[config.mk]
export PLATFORM = sky130hd
export DESIGN_NAME = uart_rx
export DESIGN_NICKNAME = d
export VERILOG_FILES = /design/src/rtl/uart_pkg.sv /design/src/rtl/uart_rx_sync.sv /design/src/rtl/uart_rx.sv
export SDC_FILE = /design/constraint.sdc
export NUM_CORES = 1
export LEC_CHECK = 0
export BUFFER_PORTS_ARGS = -buffer_cell sky130_fd_sc_hd__buf_2
export CORE_MARGIN = 4
export CORE_UTILIZATION = 56
export DETAILED_ROUTE_END_ITERATION = 10
export GPL_ROUTABILITY_DRIVEN = 0
export PLACE_DENSITY = 0.8
export SKIP_CTS_REPAIR_TIMING = 1
export SYNTH_ARGS = -nofsm -noshare
export SYNTH_HDL_FRONTEND = slang
export SYNTH_SLANG_ARGS = --single-unit
[constraint.sdc]
create_clock -name clk -period 1.9 [get_ports clk]
set_input_delay 0.095 -clock clk [delete_from_list [all_inputs] [get_ports clk]]
set_output_delay 0.095 -clock clk [all_outputs]
set_load 0.05 [all_outputs]
[src/rtl/uart_pkg.sv]
// Shared UART definitions: state encoding and default frame/oversampling parameters,
// used by the receiver, the transmitter and the baud rate generator.
package uart_pkg;

    localparam int DEFAULT_DATA_BITS  = 8;
    localparam int DEFAULT_OVERSAMPLE = 16;

    typedef enum logic [2:0] {
        ST_IDLE   = 3'd0,
        ST_START  = 3'd1,
        ST_DATA   = 3'd2,
        ST_PARITY = 3'd3,
        ST_STOP   = 3'd4
    } uart_state_t;

endpackage

[src/rtl/uart_rx_sync.sv]
// Serial line synchroniser with armed falling-edge (start) detection.
// The detector re-arms only after the line has been seen high on a baud tick.
module uart_rx_sync (
    input  logic clk,
    input  logic rst,
    input  logic baud_tick,
    input  logic rx_in,
    input  logic disarm,
    output logic rxs,
    output logic start_det
);

    logic meta;
    logic armed;

    always_ff @(posedge clk or negedge rst) begin
        if (!rst) begin
            meta <= 1'b1;
            rxs  <= 1'b1;
        end else begin
            meta <= rx_in;
            rxs  <= meta;
        end
    end

    // disarm wins over re-arming so a frame end never counts as having seen the line high
    always_ff @(posedge clk or negedge rst) begin
        if (!rst) begin
            armed <= 1'b1;
        end else if (disarm) begin
            armed <= 1'b0;
        end else if (baud_tick && rxs) begin
            armed <= 1'b1;
        end
    end

    assign start_det = baud_tick && armed && !rxs;

endmodule

[src/rtl/uart_rx.sv]
// UART receiver: mid-bit sampling, LSB first, 1-clk valid/error pulses.
// Optional parity bit enabled by defining UART_RX_PARITY_EN.
//   state  | meaning
//   IDLE   | waiting for an armed falling edge
//   START  | confirming start bit at its middle
//   DATA   | sampling DATA_BITS data bits
//   PARITY | sampling parity bit (UART_RX_PARITY_EN only)
//   STOP   | sampling stop bit, issuing result pulse
module uart_rx
    import uart_pkg::*;
#(
    parameter int DATA_BITS  = DEFAULT_DATA_BITS,
    parameter int OVERSAMPLE = DEFAULT_OVERSAMPLE
) (
    input  logic                 clk,
    input  logic                 rst,
    input  logic                 baud_tick,
    input  logic                 rx_in,
    input  logic                 parity_odd,
    output logic [DATA_BITS-1:0] rx_data,
    output logic                 rx_valid,
    output logic                 frame_err,
    output logic                 parity_err,
    output logic                 busy
);

    localparam int TW = $clog2(OVERSAMPLE);
    localparam int BW = $clog2(DATA_BITS + 1);
    localparam logic [TW-1:0] TICK_MID  = TW'(OVERSAMPLE / 2 - 1);
    localparam logic [TW-1:0] TICK_LAST = TW'(OVERSAMPLE - 1);
    localparam logic [BW-1:0] BIT_LAST  = BW'(DATA_BITS - 1);

    uart_state_t          state, state_n;
    logic [TW-1:0]        tick_cnt, tick_n;
    logic [BW-1:0]        bit_cnt, bit_n;
    logic [DATA_BITS-1:0] shreg, shreg_n, data_n;
    logic                 valid_n, ferr_n;
    logic                 disarm;
    logic                 rxs, start_det;
`ifdef UART_RX_PARITY_EN
    logic                 perr, perr_n, perr_out_n;
`endif

    uart_rx_sync u_sync (
        .clk       (clk),
        .rst       (rst),
        .baud_tick (baud_tick),
        .rx_in     (rx_in),
        .disarm    (disarm),
        .rxs       (rxs),
        .start_det (start_det)
    );

    always_ff @(posedge clk or negedge rst) begin
        if (!rst) begin
            state     <= ST_IDLE;
            tick_cnt  <= '0;
            bit_cnt   <= '0;
            shreg     <= '0;
            rx_data   <= '0;
            rx_valid  <= 1'b0;
            frame_err <= 1'b0;
        end else begin
            state     <= state_n;
            tick_cnt  <= tick_n;
            bit_cnt   <= bit_n;
            shreg     <= shreg_n;
            rx_data   <= data_n;
            rx_valid  <= valid_n;
            frame_err <= ferr_n;
        end
    end

`ifdef UART_RX_PARITY_EN
    always_ff @(posedge clk or negedge rst) begin
        if (!rst) begin
            perr       <= 1'b0;
            parity_err <= 1'b0;
        end else begin
            perr       <= perr_n;
            parity_err <= perr_out_n;
        end
    end
`else
    logic unused_parity_odd;
    assign unused_parity_odd = parity_odd;
    assign parity_err        = 1'b0;
`endif

    always_comb begin
        state_n  = state;
        tick_n   = tick_cnt;
        bit_n    = bit_cnt;
        shreg_n  = shreg;
        data_n   = rx_data;
        valid_n  = 1'b0;
        ferr_n   = 1'b0;
        disarm   = 1'b0;
`ifdef UART_RX_PARITY_EN
        perr_n     = perr;
        perr_out_n = 1'b0;
`endif
        if (baud_tick) begin
            case (state)
                ST_IDLE: begin
                    if (start_det) begin
                        state_n = ST_START;
                        tick_n  = '0;
                    end
                end
                ST_START: begin
                    if (tick_cnt == TICK_MID) begin
                        tick_n = '0;
                        bit_n  = '0;
                        state_n = rxs ? ST_IDLE : ST_DATA;
                    end else begin
                        tick_n = tick_cnt + 1'b1;
                    end
                end
                ST_DATA: begin
                    if (tick_cnt == TICK_LAST) begin
                        tick_n  = '0;
                        bit_n   = bit_cnt + 1'b1;
                        shreg_n = {rxs, shreg[DATA_BITS-1:1]};
                        if (bit_cnt == BIT_LAST) begin
`ifdef UART_RX_PARITY_EN
                            state_n = ST_PARITY;
`else
                            state_n = ST_STOP;
`endif
                        end
                    end else begin
                        tick_n = tick_cnt + 1'b1;
                    end
                end
`ifdef UART_RX_PARITY_EN
                ST_PARITY: begin
                    if (tick_cnt == TICK_LAST) begin
                        tick_n  = '0;
                        perr_n  = rxs ^ (^shreg) ^ parity_odd;
                        state_n = ST_STOP;
                    end else begin
                        tick_n = tick_cnt + 1'b1;
                    end
                end
`endif
                ST_STOP: begin
                    if (tick_cnt == TICK_LAST) begin
                        tick_n  = '0;
                        disarm  = 1'b1;
                        state_n = ST_IDLE;
                        if (rxs) begin
                            data_n  = shreg;
                            valid_n = 1'b1;
`ifdef UART_RX_PARITY_EN
                            perr_out_n = perr;
`endif
                        end else begin
                            ferr_n = 1'b1;
                        end
                    end else begin
                        tick_n = tick_cnt + 1'b1;
                    end
                end
                default: begin
                    state_n = ST_IDLE;
                    tick_n  = '0;
                end
            endcase
        end
    end

    assign busy = (state != ST_IDLE);

endmodule

After elaboration in Yosys (flattened, before gate mapping)
Cells that the tools add are included.
{"block": "word_totals", "ff_bits": 32, "input_bits": 5, "out_inout_bits": 12}
{"block": "classes", "add_sub_neg": 2, "eq_ne": 11, "mux": 27, "n_reduce_logical": 14}
{"cell": "$mux 4", "n": 5}
{"cell": "$mux 3", "n": 5}
{"cell": "$mux 1", "n": 13}
{"cell": "$pmux 3 s4", "n": 1}
{"cell": "$pmux 4 s3", "n": 1}
{"cell": "$ne 2x2->1 const B", "n": 5}
{"cell": "$add 4x1->4 const B", "n": 2}
{"cell": "$eq 4x3->1 const B", "n": 2}
{"cell": "$pmux 4 s2", "n": 1}
{"cell": "$reduce_and 4->1", "n": 2}
{"cell": "$reduce_and 6->1", "n": 1}
{"cell": "$eq 4x4->1 const B", "n": 1}
{"cell": "$reduce_bool 2->1", "n": 2}
{"cell": "$eq 3x1->1 const B", "n": 1}
{"cell": "$eq 3x2->1 const B", "n": 1}
{"cell": "$eq 3x3->1 const B", "n": 1}
{"cell": "$logic_and 1x1->1", "n": 3}
{"cell": "$logic_not 3->1", "n": 1}
{"cell": "$reduce_and 3->1", "n": 1}
{"cell": "$reduce_bool 3->1", "n": 1}
{"cell": "$mux 2", "n": 1}
{"cell": "$reduce_and 2->1", "n": 1}
{"cell": "$reduce_or 2->1", "n": 1}
{"cell": "$logic_not 1->1", "n": 1}

Longest topological paths before layout
Gate-level depths: netlist of run 1.
{"block": "logic_depth", "depth_word": 5, "depth_mapped": 5, "mapped_depth_nobuf": 5}

Hierarchy
Synthesis of run 1 repeated with hierarchy kept, for this count alone.
{"block": "unflattened", "hier_cells": 126, "area_unflattened_um2": 1475.2}
{"module": "uart_rx", "instances": 1, "cells_per_inst": 119, "area_per_inst_um2": 1380.1}
{"module": "uart_rx_sync", "instances": 1, "cells_per_inst": 7, "area_per_inst_um2": 95.1}

Worst setup path after synthesis of run 1
OpenSTA, ideal clock, no wires.
{"block": "synth_timing", "path_kind": "register to register", "startpoint": "register state[2]", "endpoint": "register tick_cnt[2]", "arrival_time_ps": 1630, "t_required_ps": 1779, "path_slack_ps": 149, "stages_incl_launch_ff": 5, "synth_period_minus_slack_ps": 1751, "cell_sequence": "dfrtp_1 -> or3_1 -> or2_0 -> and3_1 -> o22a_1"}
{"block": "synth_between", "elab_chain_cells": 3, "word_cells_on_any_way": 8, "cone_classes": "eq/ne (4); mux (1); reduce/logical (3)"}
{"item": "start, declared", "line_no": "uart_rx.sv:33", "text": "uart_state_t state, state_n;"}
{"item": "start signal, assigned", "line_no": "uart_rx.sv:64", "text": "state <= state_n;"}
{"item": "$eq 3x3->1, or another cell as far along", "line_no": "uart_rx.sv:104", "text": "case (state)"}
{"item": "$reduce_or 2->1 (no line) or $ne 2x2->1 (tied branches)"}
{"item": "$pmux 4 s3 or $reduce_and 2->1 (tied branches)"}
{"item": "end signal, assigned", "line_no": "uart_rx.sv:65", "text": "tick_cnt <= tick_n;"}
{"item": "end, declared", "line_no": "uart_rx.sv:34", "text": "logic [TW-1:0] tick_cnt, tick_n;"}
Several ways; a longest one is shown, not always the timed one.
A chain may end at the register's enable or synchronous reset.

Final worst setup path of run 1
{"block": "layout_timing", "startpoint": "register tick_cnt[0]", "endpoint": "register rx_data[7]"}
{"block": "layout_between", "elab_chain_cells": 2}
{"item": "$eq 4x4->1", "line_no": "uart_rx.sv:148", "text": "if (tick_cnt == TICK_LAST) begin"}
{"item": "$reduce_and 4->1 (no line)"}
{"item": "end signal, assigned", "line_no": "uart_rx.sv:68", "text": "rx_data <= data_n;"}
{"item": "end, declared", "line_no": "uart_rx.sv:20", "text": "output logic [DATA_BITS-1:0] rx_data,"}
Every way passes these cells.

==> metrics, run 1 <==
clk_lat worst skew=0.32 ns; Core Box Area=0.00252 mm^2; TritonCTS clock tree=done; vias per cell=5.69; Synth Instances=122; Yosys top cell by area=dfrtp_1; WL/cell=14.5 um; Setup crit start kind=flop; first-pass GRT wire length=4390 um; cell area after technology mapping=0.00151 mm^2; RSZ-0062 raised after global routing=no; Max stage delay cell, worst path=dfrtp_1; ys flop type=dfrtp_1; FMAX=563 MHz; commonest non-fill, non-tap cell in the layout=dfrtp_1; CP cell instances=ha_2, nand4_2, nor4b_4, nand2_4, mux2_4; Reg clk slew, reported paths=0.09 ns; Num CTS Buffers=5; DP Cell Count=167; asr flop ratio synth=1.00; DP Wirelength=1830 um; CP Capture Type=flop; die height=60.0 um; Worst Path Buf+Inv=0; Max-Slew Margin vs Limit=0.553; Routed WL=2570 um; vias in the first global route=991; WP data arrival=1.99 ns; status=completed; DR vias=1007; syn_area_per_cell=12.4 um^2; Worst-Margin Slew=0.671 ns; syn_nets=129; CP top delay family=simple AND/OR/NAND/NOR gates; most frequent cells in the layout=29 x dfrtp_1, 14 x buf_2, 12 x o21ai_0, 10 x nand2_1, 9 x mux2_2; cell area power density=930 mW/mm^2; Post-synth EDFFs=0; Hold Crit Class=input port to flop; period utilization=0.934; Worst Path Max Fanout=9; full die area=0.00359 mm^2; final-report setup violation count=0; Die X=60.0 um; row count=18; GRT Overall Usage=0.165; Ports=17; MaxCap Viol Count=0; antenna cell count=0; Setup TNS Final=0 ns; largest net degree at the start of global routing=33; IO buf count=14; Worst EP required=2.11 ns; nets=153; Leak Pwr=0.844 nW; final-report max-slew violation count=0; Remaining Overflow, GRT=0; post-layout min period=1.78 ns; initial antenna violation count=0; DRC violations left=0; Clock Path Buffers=2; Hold Violations, Final=0; root buffer cell=clkbuf_4; share of the synthesized area in the top cell type=0.480; synth top area cells=dfrtp_1 48%, mux2_4 7.9%, mux2_2 6.7%, dfstp_2 5.2%, o21ai_0 4.0%; Seq/Total Area, Yosys=0.532; Setup Skew=0.00704 ns; critical path class=flop to flop; number of routed nets with antenna violations=0; Starting Density=0.599; count of cell types in the netlist=41; non-filler cells, final=177; CTS Sinks=32; Area Growth Syn to Fin=13.3%; peak supply drop=0.871 mV; synthesis-stage register bit count=32; layout cell share with drive strength beyond 1=0.367; DRT Pass-1 Iters=4; drt initial violations=17; H-tree lvl count=2; CP max stage delay=0.40 ns; Yosys Warn Count=0
sequential cells by signal, indices dropped and copies added, names as in the netlist:
register / flops
rx_data: 8
shreg: 8
bit_cnt: 4
tick_cnt: 4
state: 3
frame_err: 1
rx_valid: 1
u_sync.armed: 1
u_sync.meta: 1
u_sync.rxs: 1
path summary, 6_finish.rpt:
path,start,endpoint,slack [ns],depth (start not counted)
worst max-delay path,tick_cnt[0],rx_data[7],0.12,5
worst min-delay path,baud_tick,u_sync.armed,0.10,3
worst max register to register,tick_cnt[0],rx_data[7],0.12,5
worst min register to register,u_sync.meta,u_sync.rxs,0.36,0
max in group asynchronous,rst,frame_err,1.13,2
min in group asynchronous,rst,state[2],0.33,2
power breakdown:
group / total (mW) / switching (mW) / internal (mW)
Sequential: 0.897 / 0.113 / 0.784
Combinational: 0.291 / 0.142 / 0.149
Clock: 0.404 / 0.223 / 0.181
Total: 1.59 / 0.479 / 1.11
cell families (layout without fill, tap and decap cells):
logic type      Yosys count  count (layout)  share of synthesized area
simple gates             40              40                      0.177
other cells               1               1                    0.00248
compound gates           21              21                     0.0844
flops                    32              32                      0.532
xor+xnor                  2               2                     0.0116
buf+inv                   7              32                     0.0290
fa+ha+maj                 2               2                     0.0166
mux                      17              17                      0.147
cells in the mapped netlist, types with 3 or more instances:
| cell type | instances |
|---|---|
| nor3b_1 | 3 |
| mux2_4 | 8 |
| nand2_1 | 10 |
| o21ai_0 | 12 |
| dfrtp_1 | 29 |
| mux2_2 | 9 |
| nand3_1 | 5 |
| dfstp_2 | 3 |
| nor2_1 | 3 |
tightest hold or removal path, stage by stage:
cell	delay, ns
buf_2	0.13
a21oi_1	0.14
nor2_1	0.05
layer usage:
| layer | global-route usage | up-vias | share of wire |
|---|---|---|---|
| li1 | - | 483 | - |
| met1 | 0.211 | 501 | 0.46 |
| met2 | 0.262 | 17 | 0.49 |
| met3 | 0.0454 | 6 | 0.030 |
| met4 | 0.0665 | 0 | 0.016 |
| met5 | 0 | - | 0 |
metrics by stage:
stage / setup slack, ns / hold WS (ns) / instance area, um^2 / power, mW / util
after floorplan: 0.149 / -0.201 / 1510 / 1.10 / -
after global placement: 0.120 / 0.164 / 1630 / 1.16 / 0.645
after detailed placement: 0.0941 / 0.179 / 1630 / 1.19 / 0.645
after CTS: 0.0791 / -0.189 / 1690 / 1.60 / 0.670
after global routing: 0.0458 / 0.107 / 1710 / 1.71 / 0.679
final: 0.125 / 0.103 / 1710 / 1.59 / 0.679
final cells by class:
type	instances	area [um^2]
Fill cell	190	810
Tap cell	30	37.5
Timing Repair Buffer	22	135
Multi-Input combinational cell	83	666
Sequential cell	32	805
Clock buffer	7	55.1
Clock inverter	1	7.51
Inverter	2	7.51
Power figures use the tool's default switching activity.
==> run 2, diff against run 1 <==
==> constraint.sdc (replaced) <==
create_clock -name clk -period 1.9 [get_ports clk]
set_input_delay 0.19 -clock clk [delete_from_list [all_inputs] [get_ports clk]]
set_output_delay 0.19 -clock clk [all_outputs]
set_load 0.05 [all_outputs]
==> metrics, run 2 (same netlist as run 1, synthesis figures left out) <==
DR vias=986 (-2.1%); highest routed layer=met4; Comb power frac=0.169 (-0.014); Worst Hold Launch=baud_tick; Hold Slack=0.201 ns (+0.0983 ns); clk_lat worst skew=0.33 ns (about the same); MaxCap Viol Count=0 (unchanged); final-report setup violation count=0 (unchanged); H-tree lvl count=2 (unchanged); CTS Sinks=32 (unchanged); first-pass GRT wire length=4350 um (-0.93%); number of routed nets with antenna violations=0 (unchanged); peak supply drop=0.853 mV (-2.1%); WP data arrival=1.98 ns (about the same); largest registers=rx_data: 8 flops, shreg: 8 flops; Clock Path Buffers=2 (unchanged); GRT Overall Usage=0.166 (+0.00113); Setup Skew=0.0154 ns (+0.00832 ns); Num CTS Buffers=5 (unchanged); drt initial violations=17 (unchanged); post-layout min period=1.78 ns (+0.00297 ns); row count=18 (unchanged); DRT Pass-1 Iters=4 (unchanged); start point of the critical path=tick_cnt[0]; Core Box Area=0.00252 mm^2 (unchanged); switching power=464 uW (-3.0%); Setup TNS Final=0 ns (unchanged); largest net degree at the start of global routing=33 (unchanged); Worst Path Max Fanout=9 (unchanged); antenna cell count=0 (unchanged); commonest non-fill, non-tap cell in the layout=dfrtp_1; Ports=17 (unchanged); DRC violations left=0 (unchanged); RSZ-0062 raised after global routing=no; layout cell share with drive strength beyond 1=0.367 (unchanged); Die X=60.0 um (unchanged); Hold Crit Class=input port to flop; CP max stage delay=0.39 ns (about the same); root buffer cell=clkbuf_4; Setup crit start kind=flop; Hold Violations, Final=0 (unchanged); met2 WL=1360 um (+6.9%); nets=153 (unchanged); CP Capture Type=flop; CP cell instances=ha_2, nand4_2, nor4b_4, nand2_4, mux2_4; Int Power=1.21 mW (+8.4%); period utilization=0.936 (+0.00156); Routed WL=2610 um (+1.5%); status=completed; TritonCTS clock tree=done; FMAX=562 MHz (-0.17%); DP Wirelength=1830 um (about the same); Remaining Overflow, GRT=0 (unchanged); switch share=0.278 (-0.0229); cell area power density=968 mW/mm^2 (+4.2%); die height=60.0 um (unchanged); Worst R2R Start=tick_cnt[0]; Worst-Margin Slew=0.663 ns (-0.00730 ns); Max stage delay cell, worst path=dfrtp_1; DRT met1 WL=1150 um (-3.1%); final-report max-slew violation count=0 (unchanged); Worst EP required=2.10 ns (about the same); wire length on met3=91 um (+17%); Max-Slew Margin vs Limit=0.558 (+0.00487); Leak Pwr=0.854 nW (+1.3%); critical path class=flop to flop; Clk pwr share=0.297 (+0.043); vias in the first global route=976 (-1.5%); Reg clk slew, reported paths=0.08 ns (about the same); most frequent cells in the layout=29 x dfrtp_1, 14 x buf_2, 12 x o21ai_0, 10 x nand2_1, 9 x mux2_2; vias per cell=5.57 (-2.1%); Area Growth Syn to Fin=14.2%; WL/cell=14.8 um (+1.5%); initial antenna violation count=0 (unchanged); full die area=0.00359 mm^2 (unchanged); sequential share of power=0.534 (-0.030); IO buf count=14 (unchanged); Starting Density=0.599 (unchanged)
-- run 2: cell types whose count changed in the layout (fill, tap and decap cells not counted), sizes merged --
cell and change:
bufinv +1, clkbuf -1, clkinv +1, clkinvlp -1
-- run 2: area by class of cell --
| type | instances | area [um^2] |
|---|---|---|
| fillers | 191 | 796 |
| inverters | 2 | 7.51 |
| clock inverters | 2 | 35.0 |
| well taps | 30 | 37.5 |
| multi-input cells | 83 | 666 |
| clock buffers | 6 | 41.3 |
| flip-flops and latches | 32 | 805 |
| repair buffers | 22 | 135 |
-- run 2: worst paths after layout --
kind,endpoint,cells past startpoint,slack [ns]
hold / removal,u_sync.armed,3,0.20
max in group asynchronous,rx_data[6],2,1.04
setup / recovery,rx_data[7],5,0.12
setup reg to reg,rx_data[7],5,0.12
min in group asynchronous,bit_cnt[2],2,0.42
hold reg to reg,u_sync.rxs,0,0.36
-- run 2: metal layers --
layer	vias to the layer above	global-route usage
li1	481	-
met4	0	0.0665
met1	488	0.203
met2	15	0.270
met3	2	0.0518
met5	-	0
-- run 2: power groups by stage --
stage          clock network, mW  logic (mW)  registers [mW]
6_report                   0.497       0.283           0.892
5_1_grt                    0.551       0.330           0.907
4_1_cts                    0.510       0.282           0.890
3_5_place_dp                   0       0.281           0.903
3_3_place_gp                   0       0.262           0.897
2_1_floorplan                  0       0.221           0.875
-- run 2: metrics by stage --
| step | cell area, um^2 | std cells | worst slack, ns | power [mW] | util |
|---|---|---|---|---|---|
| floorplan | 1510 | 122 | 0.149 | 1.10 | - |
| global placement | 1630 | 167 | 0.119 | 1.16 | 0.645 |
| detailed placement | 1630 | 167 | 0.0922 | 1.18 | 0.645 |
| CTS | 1700 | 175 | 0.0751 | 1.68 | 0.676 |
| global route | 1730 | 177 | 0.0495 | 1.79 | 0.685 |
| finish | 1730 | 177 | 0.122 | 1.67 | 0.685 |
-- run 2: worst max-delay path: cells and delay by family, from the launching register on --
kind          cells  cell delay, ns
flops             1            0.39
fa+ha+maj         1            0.25
simple gates      3            0.69
mux               1            0.33
==> run 3, diff against run 2 <==
Settings changed: CTS_BUF_LIST from default to sky130_fd_sc_hd__clkbuf_8 sky130_fd_sc_hd__clkbuf_16.
==> metrics, run 3 (same netlist as run 1, synthesis figures left out) <==
H-tree lvl count=2 (unchanged); R2R Setup Slk=0.13 ns (about the same); vias per cell=5.68 (+1.9%); MaxCap Viol Count=0 (unchanged); initial antenna violation count=0 (unchanged); most frequent cells in the layout=29 x dfrtp_1, 14 x buf_2, 12 x o21ai_0, 10 x nand2_1, 9 x mux2_2; Reg clk slew, reported paths=0.06 ns (-0.02 ns); post-layout min period=1.77 ns (-0.0128 ns); antenna cell count=0 (unchanged); Max-Slew Margin vs Limit=0.553 (-0.00504); root buffer cell=clkbuf_8; R2R depth=5 (unchanged); Worst EP required=2.06 ns (-0.04 ns); area of placed instances=0.00163 mm^2 (unchanged); Int Power=1.32 mW (+9.0%); Setup crit start kind=flop; vias in the first global route=993 (+1.7%); final-report max-slew violation count=0 (unchanged); CTS Sinks=32 (unchanged); Worst-Margin Slew=0.671 ns (+0.00756 ns); Hold Crit Class=input port to flop; Die X=60.0 um (unchanged); largest net degree at the start of global routing=33 (unchanged); DRC violations left=0 (unchanged); FMAX=566 MHz (+0.72%); full die area=0.00359 mm^2 (unchanged); RSZ-0062 raised after global routing=no; first-pass GRT wire length=4510 um (+3.8%); IO buf count=14 (unchanged); reg-to-reg endpoint=rx_data[7]; CP Capture Type=flop; sequential share of power=0.498 (-0.036); Routed WL=2640 um (+1.3%); CP max stage delay=0.39 ns (about the same); Clk pwr share=0.343 (+0.046); CP cell instances=ha_2, nand4_2, nor4b_4, nand2_4, mux2_4; largest registers=rx_data: 8 flops, shreg: 8 flops; Comb power frac=0.158 (-0.011); final-report setup violation count=0 (unchanged); Core Box Area=0.00252 mm^2 (unchanged); Ports=17 (unchanged); Hold Violations, Final=0 (unchanged); Hold Slack=0.250 ns (+0.0487 ns); cell area power density=1020 mW/mm^2 (+5.4%); Setup Skew=0.00804 ns (-0.00733 ns); row count=18 (unchanged); Starting Density=0.599 (unchanged); Design Area, Final=0.00176 mm^2 (+1.8%); status=completed; Clock Path Buffers=2 (unchanged); start point of the critical path=tick_cnt[0]; Area Growth Syn to Fin=16.3%; switching power=477 uW (+2.7%); die height=60.0 um (unchanged); peak supply drop=0.940 mV (+10%); GRT Overall Usage=0.175 (+0.00897); TritonCTS clock tree=done; period utilization=0.929 (-0.00673); critical path class=flop to flop; Pwr Total=1.79 mW (+7.3%); Setup crit end=rx_data[7]; drt initial violations=33 (+16); switch share=0.266 (-0.0118); DP Wirelength=1830 um (unchanged); Worst Path Max Fanout=9 (unchanged); clk_lat worst skew=0.28 ns (-0.05 ns); Worst R2R Start=tick_cnt[0]; Num CTS Buffers=5 (unchanged); Remaining Overflow, GRT=0 (unchanged); Setup TNS Final=0 ns (unchanged); DRT Pass-1 Iters=4 (unchanged); WL/cell=14.9 um (+1.3%); nets=153 (unchanged); layout cell share with drive strength beyond 1=0.367 (unchanged); DR vias=1005 (+1.9%); commonest non-fill, non-tap cell in the layout=dfrtp_1; Leak Pwr=0.872 nW (+2.0%); number of routed nets with antenna violations=0 (unchanged); WP data arrival=1.92 ns (-0.06 ns); Max stage delay cell, worst path=dfrtp_1
## run 3: cell count changes in the layout (fill, tap and decap cells not counted)
cell | before | now
clkbuf_4 | 5 | 0
inv_1 | 2 | 3
clkbuf_1 | 1 | 0
clkbuf_8 | 0 | 5
## run 3: routing by layer
metal / wire length [um] / track usage
met1: 1160 / 0.219
met2: 1310 / 0.267
met3: 132 / 0.0691
met4: 39 / 0.0728
met5: 0 / 0
## run 3: cell type report
class,count,area [um^2]
Clock buffer,5,68.8
Clock inverter,3,38.8
Fill cell,186,764
Inverter,2,7.51
Multi-Input combinational cell,83,666
Sequential cell,32,805
Tap cell,30,37.5
Timing Repair Buffer,22,135
## run 3: metrics by stage
step	util	instances	worst slack, ns
finish	0.697	177	0.135
global route	0.697	177	0.0538
CTS	0.688	175	0.0841
detailed placement	0.645	167	0.0922
global placement	0.645	167	0.119
floorplan	-	122	0.149
## run 3: worst min path at each step
| stage | cells after the start | to | startpoint |
|---|---|---|---|
| 6_report | 3 | u_sync.armed | baud_tick |
| 3_3_place_gp | 1 | state[2] | rst |
| 4_1_cts | 1 | rx_data[0] | rst |
| 3_5_place_dp | 1 | state[2] | rst |
| 5_1_grt | 3 | u_sync.armed | baud_tick |
| 2_1_floorplan | 0 | bit_cnt[0] | rst |
## run 3: power groups by stage
stage	clock, mW	combinational, mW	sequential [mW]
3_5_place_dp	0	0.281	0.903
5_1_grt	0.678	0.332	0.908
4_1_cts	0.634	0.283	0.890
3_3_place_gp	0	0.262	0.897
2_1_floorplan	0	0.221	0.875
6_report	0.616	0.284	0.894
## run 3: worst max-delay path: cells and delay by family (launching register included)
family	cells	cell delay, ns
and+or+nand+nor	3	0.69
DFF	1	0.39
muxes	1	0.33
adders and majority gates	1	0.25
